**config.mk**
```make
export PLATFORM = sky130hd
export DESIGN_NAME = seg7_scan_driver
export DESIGN_NICKNAME = d
export VERILOG_FILES = /design/src/rtl/seg7_pkg.sv /design/src/rtl/bin_to_seg7.sv /design/src/rtl/seg7_scan_driver.sv
export SDC_FILE = /design/constraint.sdc
export NUM_CORES = 1
export LEC_CHECK = 0
export BUFFER_PORTS_ARGS = -buffer_cell sky130_fd_sc_hd__buf_4
export CAP_MARGIN = 20
export CORE_MARGIN = 2
export CORE_UTILIZATION = 59
export DETAILED_ROUTE_END_ITERATION = 10
export PLACE_DENSITY = 0.79
export SYNTH_ARGS = -nofsm -noshare
export SYNTH_HDL_FRONTEND = slang
export SYNTH_SLANG_ARGS = --single-unit
```
**constraint.sdc**
```tcl
create_clock -name clk -period 2.37 [get_ports clk]
set_clock_uncertainty 0.1 [all_clocks]
set_input_delay 0.237 -clock clk [delete_from_list [all_inputs] [get_ports clk]]
set_output_delay 0.237 -clock clk [all_outputs]
set_load 0.05 [all_outputs]
```
**src/rtl/seg7_pkg.sv**
```systemverilog
// Shared segment patterns, digit index type and anode helper for the
// seven-segment scan driver.
package seg7_pkg;

  typedef logic [1:0] digit_idx_t;

  typedef enum logic [1:0] {
    SYM_DIGIT,
    SYM_E,
    SYM_O,
    SYM_BLANK
  } sym_kind_e;

  // Active-high gfedcba patterns
  localparam logic [6:0] SEG_0     = 7'h3F;
  localparam logic [6:0] SEG_1     = 7'h06;
  localparam logic [6:0] SEG_2     = 7'h5B;
  localparam logic [6:0] SEG_3     = 7'h4F;
  localparam logic [6:0] SEG_4     = 7'h66;
  localparam logic [6:0] SEG_5     = 7'h6D;
  localparam logic [6:0] SEG_6     = 7'h7D;
  localparam logic [6:0] SEG_7     = 7'h07;
  localparam logic [6:0] SEG_8     = 7'h7F;
  localparam logic [6:0] SEG_9     = 7'h6F;
  localparam logic [6:0] SEG_E     = 7'h79;
  localparam logic [6:0] SEG_O     = 7'h5C;
  localparam logic [6:0] SEG_BLANK = 7'h00;

  function automatic logic [3:0] an_onehot_n(input digit_idx_t idx);
    logic [3:0] one_hot;
    one_hot = 4'b0001 << idx;
    return ~one_hot;
  endfunction

endpackage

```
**src/rtl/bin_to_seg7.sv**
```systemverilog
// Combinational decimal digit / mode letter to active-high segment pattern.
module bin_to_seg7
  import seg7_pkg::*;
(
  input  sym_kind_e  kind,
  input  logic [3:0] nibble,
  output logic [6:0] pattern
);

  always_comb begin
    pattern = SEG_BLANK;
    unique case (kind)
      SYM_E:     pattern = SEG_E;
      SYM_O:     pattern = SEG_O;
      SYM_BLANK: pattern = SEG_BLANK;
      SYM_DIGIT: begin
        case (nibble)
          4'd0:    pattern = SEG_0;
          4'd1:    pattern = SEG_1;
          4'd2:    pattern = SEG_2;
          4'd3:    pattern = SEG_3;
          4'd4:    pattern = SEG_4;
          4'd5:    pattern = SEG_5;
          4'd6:    pattern = SEG_6;
          4'd7:    pattern = SEG_7;
          4'd8:    pattern = SEG_8;
          4'd9:    pattern = SEG_9;
          default: pattern = SEG_BLANK;
        endcase
      end
      default:   pattern = SEG_BLANK;
    endcase
  end

endmodule

```
**src/rtl/seg7_scan_driver.sv**
```systemverilog
// Four-digit multiplexed display of the odd/even counter: mode letter,
// blank, and a two-digit decimal value with leading-zero blanking.
module seg7_scan_driver
  import seg7_pkg::*;
#(
  parameter int unsigned REFRESH_DIV = 100000,
  parameter int unsigned BLANK_CYC   = 4
) (
  input  logic       clk,
  input  logic       clr,
  input  logic [3:0] q_in,
  input  logic       mode_in,
  input  logic       blank_in,
  output logic [6:0] seg_n,
  output logic       dp_n,
  output logic [3:0] an_n
);

  localparam int unsigned PRE_W = (REFRESH_DIV > 1) ? $clog2(REFRESH_DIV) : 1;
  localparam int unsigned BLK_W = $clog2(BLANK_CYC + 1);
  localparam logic [PRE_W-1:0] PRE_LAST  = PRE_W'(REFRESH_DIV - 1);
  localparam logic [BLK_W-1:0] BLK_START = BLK_W'(BLANK_CYC);

  logic [3:0]       q_s1_q, q_s1_d, q_s2_q, q_s2_d, q_prev_q, q_prev_d;
  logic             m_s1_q, m_s1_d, m_s2_q, m_s2_d, m_prev_q, m_prev_d;
  logic [3:0]       val_q, val_d;
  logic             mode_q, mode_d;
  logic [PRE_W-1:0] pre_q, pre_d;
  digit_idx_t       idx_q, idx_d;
  logic [BLK_W-1:0] blk_q, blk_d;
  logic [6:0]       seg_q, seg_d;
  logic [3:0]       an_q, an_d;

  logic             tens;
  logic [3:0]       ones;
  sym_kind_e        kind;
  logic [3:0]       nibble;
  logic [6:0]       pattern;

  bin_to_seg7 u_bin_to_seg7 (
    .kind    (kind),
    .nibble  (nibble),
    .pattern (pattern)
  );

  always_comb begin
    q_s1_d   = q_in;
    q_s2_d   = q_s1_q;
    q_prev_d = q_s2_q;
    m_s1_d   = mode_in;
    m_s2_d   = m_s1_q;
    m_prev_d = m_s2_q;

    // Only a synchronized value seen on two consecutive cycles is accepted
    val_d  = (q_s2_q == q_prev_q) ? q_s2_q : val_q;
    mode_d = (m_s2_q == m_prev_q) ? m_s2_q : mode_q;

    tens = (val_q >= 4'd10);
    ones = tens ? (val_q - 4'd10) : val_q;

    kind   = SYM_BLANK;
    nibble = '0;
    unique case (idx_q)
      2'd0: begin
        kind   = SYM_DIGIT;
        nibble = ones;
      end
      2'd1: begin
        kind   = tens ? SYM_DIGIT : SYM_BLANK;
        nibble = 4'd1;
      end
      2'd2: kind = SYM_BLANK;
      2'd3: kind = mode_q ? SYM_O : SYM_E;
      default: kind = SYM_BLANK;
    endcase

    pre_d = pre_q + 1'b1;
    idx_d = idx_q;
    blk_d = (blk_q != '0) ? blk_q - 1'b1 : blk_q;
    if (pre_q == PRE_LAST) begin
      pre_d = '0;
      idx_d = idx_q + 2'd1;
      blk_d = BLK_START;
    end

    seg_d = ~pattern;
    an_d  = ((blk_q == '0) && !blank_in) ? an_onehot_n(idx_q) : '1;
  end

  always_ff @(posedge clk) begin
    if (clr) begin
      q_s1_q   <= '0;
      q_s2_q   <= '0;
      q_prev_q <= '0;
      m_s1_q   <= 1'b0;
      m_s2_q   <= 1'b0;
      m_prev_q <= 1'b0;
      val_q    <= '0;
      mode_q   <= 1'b0;
      pre_q    <= '0;
      idx_q    <= '0;
      blk_q    <= BLK_START;
      seg_q    <= '1;
      an_q     <= '1;
    end else begin
      q_s1_q   <= q_s1_d;
      q_s2_q   <= q_s2_d;
      q_prev_q <= q_prev_d;
      m_s1_q   <= m_s1_d;
      m_s2_q   <= m_s2_d;
      m_prev_q <= m_prev_d;
      val_q    <= val_d;
      mode_q   <= mode_d;
      pre_q    <= pre_d;
      idx_q    <= idx_d;
      blk_q    <= blk_d;
      seg_q    <= seg_d;
      an_q     <= an_d;
    end
  end

  assign seg_n = seg_q;
  assign an_n  = an_q;
  assign dp_n  = 1'b1;

endmodule
```
; Word-level counts from Yosys, hierarchy flattened
; Memories as Yosys holds them, arrays and structs flattened.
; Cells that the tools add are included.
[totals]
mem_bits_rw = 0
latch_bits = 0
reg_bits = 53
n_memories = 1
romBits = 112
inputBits = 8
out_inout_bits = 12
[mem_list]
columns = memory, words, width, read_ports, rd_clocked_by_memory_dff, write_ports, line
row1 = (name not given), 16, 7, 1, 0, 0, bin_to_seg7.sv:17  ; case (nibble)
[op_classes]
n_div = 0
mux = 6
shift = 1
n_addsub = 4
n_reduce_logical = 8
mul = 0
n_eq_ne = 9
n_lt_le_gt_ge = 1
bitwise = 3
[ops]
columns = operator, count
row1 = one-hot mux 7 bit (4 select lines), 1
row2 = adder 17 x 1 -> 17 bit (second input constant), 1
row3 = equality test 17 bit (second input constant), 1
row4 = equality test 2 bit (second input constant), 4
row5 = one-hot mux 2 bit (4 select lines), 1
row6 = one-hot mux 4 bit (2 select lines), 1
row7 = inverter 7 bit, 1
row8 = equality test 2 x 1 -> 1 bit (second input constant), 2
row9 = equality test 4 bit, 1
row10 = greater-or-equal comparator 4 bit (second input constant), 1
row11 = logical NOT 2 bit, 2
row12 = two-way mux 2 bit, 2
row13 = two-way mux 4 bit, 1
row14 = inverter 4 bit, 1
row15 = OR reduction 2 bit, 2
row16 = left shift 1 x 2 -> 4 bit (first input constant), 1
row17 = subtractor 4 bit (second input constant), 1
row18 = logical NOT 3 bit, 1
row19 = nonzero test 3 bit, 1
row20 = subtractor 3 x 1 -> 3 bit (second input constant), 1
row21 = adder 2 x 1 -> 2 bit (second input constant), 1
row22 = equality test 1 bit, 1
row23 = logical AND 1 bit, 1
row24 = logical NOT 1 bit, 1
row25 = inverter 1 bit, 1

; Longest topological paths before layout
; Gate-level depths: netlist (run 1).
[logic_depth]
depth_word = 6
ltp_mapped = 8
ltp_nobuf = 8

; Modules after synthesis
; A second synthesis (run 1) with hierarchy kept.
[hier_totals]
cells_unflattened = 246
hier_area_um2 = 2297.2
[by_module_without_submodules]
columns = mod, instances, cells_per_inst, area_each_um2
row1 = seg7_scan_driver, 1, 211, 2054.5
row2 = bin_to_seg7, 1, 35, 242.7

; Worst setup path before layout (run 1)
; No wires, ideal clock.
[synth_path]
path_kind = reg2reg
from = reg idx_q[0]
to = reg seg_q[4], in the netlist seg_n[4]
path_slack_ns = 0.265
t_required_ns = 2.154
arrival_time_ns = 1.890
stages_incl_launch_ff = 8
path_cell_list = dfxtp_1 inv_1 ha_1 a21oi_1 ha_1 a21bo_1 a311o_1 a31o_1
[synth_between]
elab_chain_cells = 5
word_cells_on_any_way = 13
classes_between = eq/ne: 6 / mux: 3 / bitwise: 1 / reduce/logical: 2 / memory: 1
[synth_rtl]
columns = item, line
row1 = from (decl), seg7_scan_driver.sv:29  ; digit_idx_t idx_q, idx_d;
row2 = from (signal assigned), seg7_scan_driver.sv:115  ; idx_q <= idx_d;
row3 = "equality test 2 x 1 -> 1 bit, or another cell as far along", seg7_scan_driver.sv:63  ; unique case (idx_q)
row4 = one-hot mux 4 bit (2 select lines) or one-hot mux 2 bit (4 select lines) (tied branches), seg7_scan_driver.sv:63
row5 = "memory (16 x 7 bit), or another cell as far along", --
row6 = one-hot mux 7 bit (4 select lines) (*), bin_to_seg7.sv:12  ; unique case (kind)
row7 = inverter 7 bit (*), seg7_scan_driver.sv:86  ; seg_d = ~pattern;
row8 = to (signal assigned), seg7_scan_driver.sv:117  ; seg_q <= seg_d;
row9 = to (decl), seg7_scan_driver.sv:31  ; logic [6:0] seg_q, seg_d;
; Every way passes the cells marked *; elsewhere a longest branch is shown, timed or not.
; A chain may end at the register's enable or synchronous reset.

; Worst setup path after layout (run 1)
[layout_path]
from = reg idx_q[0]
to = reg seg_q[5], in the netlist seg_n[5]
; The elaborated chain is that of the path after synthesis.

==> results.sh, run 1 <==
export IMPL_power_total_w=0.00175
export IMPL_tritoncts="built"
export IMPL_r2r_end="seg_n[5]"
export IMPL_ys_seq_elements=53
export IMPL_syn_area_um2=2500
export IMPL_p_comb_share_pct=14.6
export IMPL_holdCritStartpoint="q_in[3]"
export IMPL_core_um2=4030
export IMPL_fill_cells=333
export IMPL_synth_xor_area_share_pct=7.01
export IMPL_end_kind="flip-flop"
export IMPL_crit_path_max_fanout=5
export IMPL_grt_overflow=0
export IMPL_wl_met1_um=1970
export IMPL_worst_hold_path_type="in -> reg"
export IMPL_ys_seq_area_share_pct=42.5
export IMPL_vias_per_cell=5.48
export IMPL_switching_share_pct=27.7
export IMPL_setup_tns_ps=0
export IMPL_rows=23
export IMPL_vias=1820
export IMPL_route_met2_wl_um=1890
export IMPL_numPlacedInstances=324
export IMPL_slew_violations=0
export IMPL_start_util_pct=62.0
export IMPL_synth_compound_area_share_pct=12.4
export IMPL_nets=303
export IMPL_grt_pass1_wl_um=7160
export IMPL_drc=0
export IMPL_hold_depth=2
export IMPL_ant_nets=0
export IMPL_postSynth_asyncResetShare_pct=0
export IMPL_synth_edf_count=0
export IMPL_finalNonFillerCells=332
export IMPL_grt_max_degree=34
export IMPL_syn_inst=260
export IMPL_cts_root_buf="clkbuf_8"
export IMPL_syn_nets=282
export IMPL_finalHoldViolations=0
export IMPL_hold_end="q_s1_q[3]"
export IMPL_dr_pass1_iters=4
export IMPL_design_die_area_um2=4770
export IMPL_p_int_w=0.00127
export IMPL_diodes=0
export IMPL_finalCriticalPeriod_ps=2200
export IMPL_clk_pin_slew_ps=100
export IMPL_grt_antenna_before_repair=0
export IMPL_wl_met3_um=173
export IMPL_ys_flop_type="dfxtp_1"
export IMPL_clkPwrFrac_pct=29.9
export IMPL_arrival_ps=2310
export IMPL_timing_reg2reg_setup_slack_ps=170
export IMPL_synth_fa_ha_area_share_pct=7.01
export IMPL_synthMuxAreaShare_pct=2.00
export IMPL_portBuffers=18
export IMPL_path_class="reg -> reg"
export IMPL_top_layer_used="met4"
export IMPL_place_gp_congestion=0.919
export IMPL_grt_usage_pct=18.0
export IMPL_reg2reg_depth=8
export IMPL_cts_sink_count=53
export IMPL_synth_avg_cell_area_um2=9.61
export IMPL_wl_um=4120
export IMPL_chipHeight_um=69.1
export IMPL_period_share_pct=93.0
export IMPL_synthSimpleGateAreaFrac_pct=24.7
export IMPL_clock_latency_ps=300
export IMPL_die_w_um=69.1
export IMPL_power_density_nw_per_um2=632
export IMPL_drive_above_1_share_pct=15.6
export IMPL_cts_buffer_depth=2
export IMPL_htree_levels=2
export IMPL_status="finished clean"
export IMPL_p_switching_w=0.000486
export IMPL_cts_buffers=5
export IMPL_max_vdd_ir_drop_uv=485
export IMPL_required_ps=2470
export IMPL_max_freq_mhz=454
export IMPL_netlist_cell_type_count=53
export IMPL_grt_pass1_vias=1676
export IMPL_r2r_start="idx_q[0]"
export IMPL_yosysWarningCount=0
export IMPL_dp_hpwl_um=2990
export IMPL_p_seq_share_pct=55.5
export IMPL_synth_top_family_by_area="simple AND/OR/NAND/NOR gates"
export IMPL_pin_count=20
export IMPL_cts_setup_buffers=0
export IMPL_syn_to_final_growth_pct=10.9
export IMPL_drv_cap=0
export IMPL_p_leak_nw=1.14
export IMPL_drt_initial_drc_count=86
export IMPL_setup_violations=0
export IMPL_wl_per_cell_um=12.4
export IMPL_cp_start_kind="flip-flop"
## cell families (layout without fill, tap and decap cells)
kind of cell	Yosys count	count (layout)
DFF	53	53
buffers and inverters	21	43
and+or+nand+nor	106	106
AOI/OAI and AO/OA	40	40
other	1	1
muxes	5	5
adders and majority gates	14	14
xor gates and xnor gates	20	20
## power by group through the flow
stage                     Clock (W)  Combinational [W]  Sequential (W)
final                      0.000524           0.000256        0.000971
after global routing       0.000576           0.000281        0.000978
after CTS                  0.000547           0.000259        0.000972
after detailed placement          0           0.000256        0.000993
after global placement            0           0.000250        0.000991
after floorplan                   0           0.000161         0.00103
## worst max path at each step
stage                     startpoint        to  depth (start not counted)
after floorplan             idx_q[0]  seg_n[4]                          7
after global placement      idx_q[0]  seg_n[5]                          8
after detailed placement    idx_q[0]  seg_n[5]                          8
after CTS                   idx_q[0]  seg_n[5]                          8
after global routing        idx_q[0]  seg_n[5]                          8
final                       idx_q[0]  seg_n[5]                          8
## cells in the final DEF, fill, tap and decap left out, types with 3 or more instances in the layout
cell type,Yosys,final
a21o_1,4,4
a21oi_1,8,7
buf_4,2,23
clkbuf_8,0,5
dfxtp_1,53,53
ha_1,14,14
inv_1,12,12
mux2i_1,5,5
nand2_1,13,13
nand2b_1,3,3
nand3_1,9,9
nand4_1,6,6
nor2_1,28,28
nor2b_1,19,19
nor3_1,8,8
nor4_2,4,4
o21ai_0,4,4
or3_1,3,3
xnor2_1,17,17
xor2_1,3,3
## metrics by stage
| step | hold slack [ps] | instance area, µm² | utilization (%) | worst slack [ps] |
|---|---|---|---|---|
| floorplan | 265 | 2500 | - | 265 |
| global placement | 316 | 2670 | 66.4 | 200 |
| CTS | 28.0 | 2770 | 68.7 | 68.9 |
| finish | 34.8 | 2770 | 68.8 | 165 |
| detailed placement | 324 | 2670 | 66.4 | 93.6 |
| global route | 33.8 | 2770 | 68.8 | -34.9 |
## routing by layer
metal	track usage [%]	vias to the layer above
met5	0	-
met3	3.65	9
met2	30.6	50
li1	-	938
met1	22.2	823
met4	7.41	0
## cell usage after synthesis, types with 2 or more instances
master    instances  area [µm²]
dfxtp_1          53        1060
nor2_1           28         105
nor2b_1          19         119
xnor2_1          17         149
ha_1             14         175
nand2_1          13        48.8
inv_1            12        45.0
nand3_1           9        45.0
a21oi_1           8        40.0
nor3_1            8        40.0
nand4_1           6        37.5
mux2i_1           5        50.1
a21o_1            4        30.0
nor4_2            4        50.1
o21ai_0           4        20.0
buf_2             3        15.0
nand2b_1          3        18.8
or3_1             3        18.8
xor2_1            3        26.3
a211o_1           2        17.5
a211oi_1          2        15.0
a21bo_1           2        20.0
a21boi_0          2        15.0
buf_4             2        15.0
buf_6             2        22.5
clkbuf_1          2        7.51
o211ai_1          2        15.0
o21ai_1           2        10.0
o21bai_1          2        15.0
## state kept, by name (all words and copies together) (netlist names), 2 cells and up
signal	flops
val_q	4
q_prev_d	4
an_n	4
pre_q	17
q_prev_q	4
idx_q	2
q_s1_q	4
seg_n	7
blk_q	3
## what timing repair did
action	4_1_cts	5_1_grt
resized for setup	0	1
hold buffers	0	0
setup endpoints to repair	0	4
## area by class of cell
| class | instances | area (µm²) | area share (%) |
|---|---|---|---|
| multi-input cells | 186 | 1340 | 48.2 |
| inverters | 12 | 45.0 | 1.63 |
| flip-flops and latches | 53 | 1060 | 38.3 |
| clock inverters | 3 | 25.0 | 0.903 |
| well taps | 50 | 62.6 | 2.26 |
| clock buffers | 5 | 68.8 | 2.48 |
| repair buffers | 23 | 173 | 6.23 |
## worst max-delay path, cell delays in order, from the launching register on
cell and delay (ps):
dfxtp_1 390, inv_1 110, ha_1 270, a21oi_2 290, inv_1 110, ha_1 200, or3_1 380, a31oi_1 170
o21bai_1 80
Power figures use the tool's default switching activity.
==> run 2, diff against run 1 <==
CELL_PAD_IN_SITES_DETAIL_PLACEMENT = 0   (was default)
CELL_PAD_IN_SITES_GLOBAL_PLACEMENT = 2   (was default)
CORE_UTILIZATION = 37   (was 59)
PLACE_DENSITY = default   (was 0.79)
PLACE_DENSITY_LB_ADDON = 0.1   (was default)
==> results.sh, run 2 (synthesis gave the netlist of run 1 again) <==
export IMPL_status="finished clean"
export IMPL_p_seq_share_pct=52.1
export IMPL_fin_hold_ws_ps=29.8
export IMPL_vias_per_cell=5.11
export IMPL_wl_per_cell_um=12.7
export IMPL_p_int_w=0.00137
export IMPL_r2r_start="idx_q[1]"
export IMPL_worst_pin_slew_ps=535
export IMPL_cts_buffers=5
export IMPL_p_comb_share_pct=14.0
export IMPL_portBuffers=18
export IMPL_required_ps=2470
export IMPL_cts_root_buf="clkbuf_8"
export IMPL_final_common_cell="dfxtp_1"
export IMPL_hold_depth=2
export IMPL_grt_max_degree=34
export IMPL_grt_pass1_wl_um=7910
export IMPL_htree_levels=2
export IMPL_start_util_pct=38.9
export IMPL_largest_register_ffs=17
export IMPL_design_die_area_um2=7430
export IMPL_finalCriticalPeriod_ps=2150
export IMPL_drc=0
export IMPL_wl_um=4570
export IMPL_grt_usage_pct=13.2
export IMPL_max_freq_mhz=465
export IMPL_p_switching_w=0.000487
export IMPL_final_cell_mix="53 x dfxtp_1, 28 x nor2_1, 24 x buf_4"
export IMPL_die_w_um=86.2
export IMPL_holdCritStartpoint="q_in[0]"
export IMPL_drive_above_1_share_pct=16.3
export IMPL_syn_to_final_growth_pct=13.7
export IMPL_crit_chain="inv_1, ha_1, a21oi_2, inv_1, ha_1, or3_1, a31oi_1, o21bai_1"
export IMPL_finalHoldViolations=0
export IMPL_drv_cap=0
export IMPL_core_um2=6420
export IMPL_cts_buffer_depth=2
export IMPL_grt_pass1_vias=1737
export IMPL_clkPwrFrac_pct=33.9
export IMPL_grtUsageMet1_pct=18.0
export IMPL_clk_pin_slew_ps=100
export IMPL_utilization_pct=44.2
export IMPL_pin_count=20
export IMPL_rsz0062_at_grt="no"
export IMPL_dr_pass1_iters=4
export IMPL_diodes=0
export IMPL_power_total_w=0.00186
export IMPL_end_kind="flip-flop"
export IMPL_max_slew_margin_pct=64.3
export IMPL_chipHeight_um=86.2
export IMPL_crit_path_max_fanout=6
export IMPL_tritoncts="built"
export IMPL_drt_initial_drc_count=41
export IMPL_cp_start_kind="flip-flop"
export IMPL_setup_tns_ps=0
export IMPL_busiest_layer="met2"
export IMPL_switching_share_pct=26.2
export IMPL_met2_usage_pct=20.9
export IMPL_use_met3_pct=2.95
export IMPL_arrival_ps=2250
export IMPL_cts_sink_count=53
export IMPL_startpoint="idx_q[1]"
export IMPL_setup_violations=0
export IMPL_grt_antenna_before_repair=0
export IMPL_worst_hold_path_type="in -> reg"
export IMPL_path_class="reg -> reg"
export IMPL_period_share_pct=90.7
export IMPL_slew_violations=0
export IMPL_max_vdd_ir_drop_uv=385
export IMPL_reg2reg_depth=8
export IMPL_grt_overflow=0
export IMPL_top_register="pre_q"
export IMPL_critPathMaxStageDelay_ps=390
export IMPL_r2r_end="seg_n[5]"
export IMPL_rows=29
export IMPL_vias=1839
export IMPL_place_gp_congestion=0.814
export IMPL_timing_reg2reg_setup_slack_ps=220
export IMPL_power_density_nw_per_um2=655
export IMPL_ant_nets=0
export IMPL_hold_end="q_s1_q[0]"
export IMPL_nets=304
export IMPL_dp_hpwl_um=3330
export IMPL_clock_latency_ps=310
export IMPL_p_leak_nw=1.17
export IMPL_critPathSlowestCell="dfxtp_1"
[run 2: how the worst max path moves through the flow]
stage / cells after the start / end / slack [ps]
CTS: 8 / seg_n[5] / 60
detailed placement: 8 / seg_n[5] / 90
finish: 8 / seg_n[5] / 220
global placement: 8 / seg_n[5] / 170
floorplan: 7 / seg_n[4] / 260
global route: 8 / seg_n[5] / 60
[run 2: per-layer routing]
layer / share of wire (%) / vias to the layer above / wire, µm
met5: 0 / - / 0
met4: 1.2 / 0 / 57
met3: 4.0 / 7 / 183
met2: 43 / 35 / 1950
met1: 52 / 863 / 2380
li1: - / 934 / -
[run 2: final cells by class]
cell class	instances	area [µm²]
Fill cell	652	3580
Inverter	12	45.0
Multi-Input combinational cell	186	1340
Sequential cell	53	1060
Tap cell	77	96.3
Timing Repair Buffer	24	180
Clock buffer	5	68.8
Clock inverter	3	50.0
[run 2: power groups by stage]
| stage | sequential, W | clock [W] | combinational (W) |
|---|---|---|---|
| after CTS | 0.000971 | 0.000664 | 0.000265 |
| after global placement | 0.000991 | 0 | 0.000260 |
| after global routing | 0.000978 | 0.000694 | 0.000298 |
| after floorplan | 0.00103 | 0 | 0.000161 |
| after detailed placement | 0.000992 | 0 | 0.000263 |
| final | 0.000970 | 0.000632 | 0.000260 |
[run 2: worst max-delay path: cells and delay by family (launching register included)]
family / cells / cell delay, ps
fa+ha+maj: 2 / 480
simple gates: 1 / 390
compound gates: 3 / 500
flops: 1 / 390
buf+inv: 2 / 190
[run 2: stage by stage]
step           area [µm²]  cells  worst slack [ps]
2_1_floorplan        2500    260               265
3_3_place_gp         2720    352               171
3_5_place_dp         2720    352              87.9
4_1_cts              2830    360              62.3
5_1_grt              2840    360              59.2
6_report             2840    360               220
[run 2: repair_timing]
item                                    CTS  global route
hold buffers                              0             0
endpoints found under the hold margin     0             0
endpoints found under the setup margin    0             4
setup buffers                             0             0
gates resized for setup                   0             2
==> run 3, diff against run 2 <==
CORE_ASPECT_RATIO = 0.9   (was default)
==> results.sh, run 3 (synthesis gave the netlist of run 1 again) <==
export IMPL_status="finished clean"
export IMPL_ant_nets=0
export IMPL_grt_max_degree=34
export IMPL_dp_hpwl_um=3300
export IMPL_arrival_ps=2210
export IMPL_core_um2=6550
export IMPL_clock_latency_ps=310
export IMPL_nets=303
export IMPL_cts_root_buf="clkbuf_8"
export IMPL_cts_hold_buf=0
export IMPL_final_common_cell="dfxtp_1"
export IMPL_final_cell_mix="53 x dfxtp_1, 28 x nor2_1, 23 x buf_4"
export IMPL_top_register="pre_q"
export IMPL_start_util_pct=38.1
export IMPL_path_class="reg -> reg"
export IMPL_required_ps=2470
export IMPL_crit_path_max_fanout=5
export IMPL_rows=28
export IMPL_cts_sink_count=53
export IMPL_max_vdd_ir_drop_uv=306
export IMPL_vias=1811
export IMPL_worst_pin_slew_ps=518
export IMPL_setup_tns_ps=0
export IMPL_portBuffers=18
export IMPL_chipHeight_um=82.0
export IMPL_p_leak_nw=1.15
export IMPL_vias_per_cell=4.87
export IMPL_period_share_pct=89.3
export IMPL_pin_count=20
export IMPL_tritoncts="built"
export IMPL_drt_initial_drc_count=39
export IMPL_drc=0
export IMPL_drv_cap=0
export IMPL_cp_start_kind="flip-flop"
export IMPL_end_kind="flip-flop"
export IMPL_clk_pin_slew_ps=100
export IMPL_fin_hold_ws_ps=31.7
export IMPL_cts_buffers=5
export IMPL_power_density_nw_per_um2=631
export IMPL_grt_usage_pct=14.2
export IMPL_grt_pass1_wl_um=8450
export IMPL_place_gp_congestion=0.777
export IMPL_finalCriticalPeriod_ps=2120
export IMPL_htree_levels=2
export IMPL_max_freq_mhz=473
export IMPL_finalHoldViolations=0
export IMPL_drive_above_1_share_pct=15.6
export IMPL_max_slew_margin_pct=65.2
export IMPL_diodes=0
export IMPL_post_place_ws_ps=135
export IMPL_setup_violations=0
export IMPL_rsz0062_at_grt="no"
export IMPL_design_die_area_um2=7430
export IMPL_cts_buffer_depth=2
export IMPL_largest_register_ffs=17
export IMPL_grt_antenna_before_repair=0
export IMPL_hold_depth=2
export IMPL_grt_overflow=0
export IMPL_wl_per_cell_um=12.6
export IMPL_die_w_um=90.6
export IMPL_reg2reg_depth=8
export IMPL_grt_pass1_vias=1770
export IMPL_wl_um=4700
export IMPL_syn_to_final_growth_pct=13.1
export IMPL_dr_pass1_iters=4
export IMPL_worst_hold_path_type="in -> reg"
export IMPL_postLayoutSetupSlackWorst_ps=254
export IMPL_slew_violations=0
## run 3: worst paths after layout
check            start     endpoint  slack (ps)
min            q_in[0]    q_s1_q[0]          30
max           idx_q[0]     seg_n[5]         250
min reg2reg  q_s1_q[1]  q_prev_d[1]         340
max reg2reg   idx_q[0]     seg_n[5]         250
## run 3: metal layers
layer | wire, µm | track usage [%] | share of wire (%)
met5 | 0 | 0 | 0
met4 | 67 | 5.54 | 1.4
met3 | 136 | 2.84 | 2.9
met2 | 1830 | 21.5 | 39
met1 | 2660 | 20.0 | 57
## run 3: layout make-up
cell class / instances / area [µm²]
Timing Repair Buffer: 23 / 173
Multi-Input combinational cell: 186 / 1340
Fill cell: 656 / 3720
Inverter: 12 / 45.0
Sequential cell: 53 / 1060
Clock inverter: 2 / 16.3
Clock buffer: 6 / 82.6
Tap cell: 90 / 113
## run 3: metrics by stage
step,cells,area [µm²],util (%),power (W)
2_1_floorplan,260,2500,-,0.00119
3_3_place_gp,364,2720,41.6,0.00125
3_5_place_dp,364,2720,41.6,0.00125
4_1_cts,372,2820,43.1,0.00181
5_1_grt,372,2830,43.1,0.00189
6_report,372,2830,43.1,0.00178
## run 3: what timing repair did
action                                  in CTS  in global routing
endpoints found under the hold margin        0                  0
buffers inserted                             0                  0
endpoints found under the setup margin       0                  2
gates resized for setup                      0                  1
## run 3: critical path: stages (launching register included)
cell and delay, ps:
dfxtp_1 390, inv_1 100, ha_1 230, a21oi_2 260, inv_1 100, ha_1 200
or3_1 390, a31oi_1 170, o21bai_1 70
## run 3: report_power, final
group | total (W) | leakage, nW | switching, W | internal [W]
Clock | 0.000559 | 0.0478 | 0.000317 | 0.000241
Combinational | 0.000252 | 0.665 | 0.000146 | 0.000106
Sequential | 0.000971 | 0.434 | 0.0000294 | 0.000942
Total | 0.00178 | 1.15 | 0.000493 | 0.00129
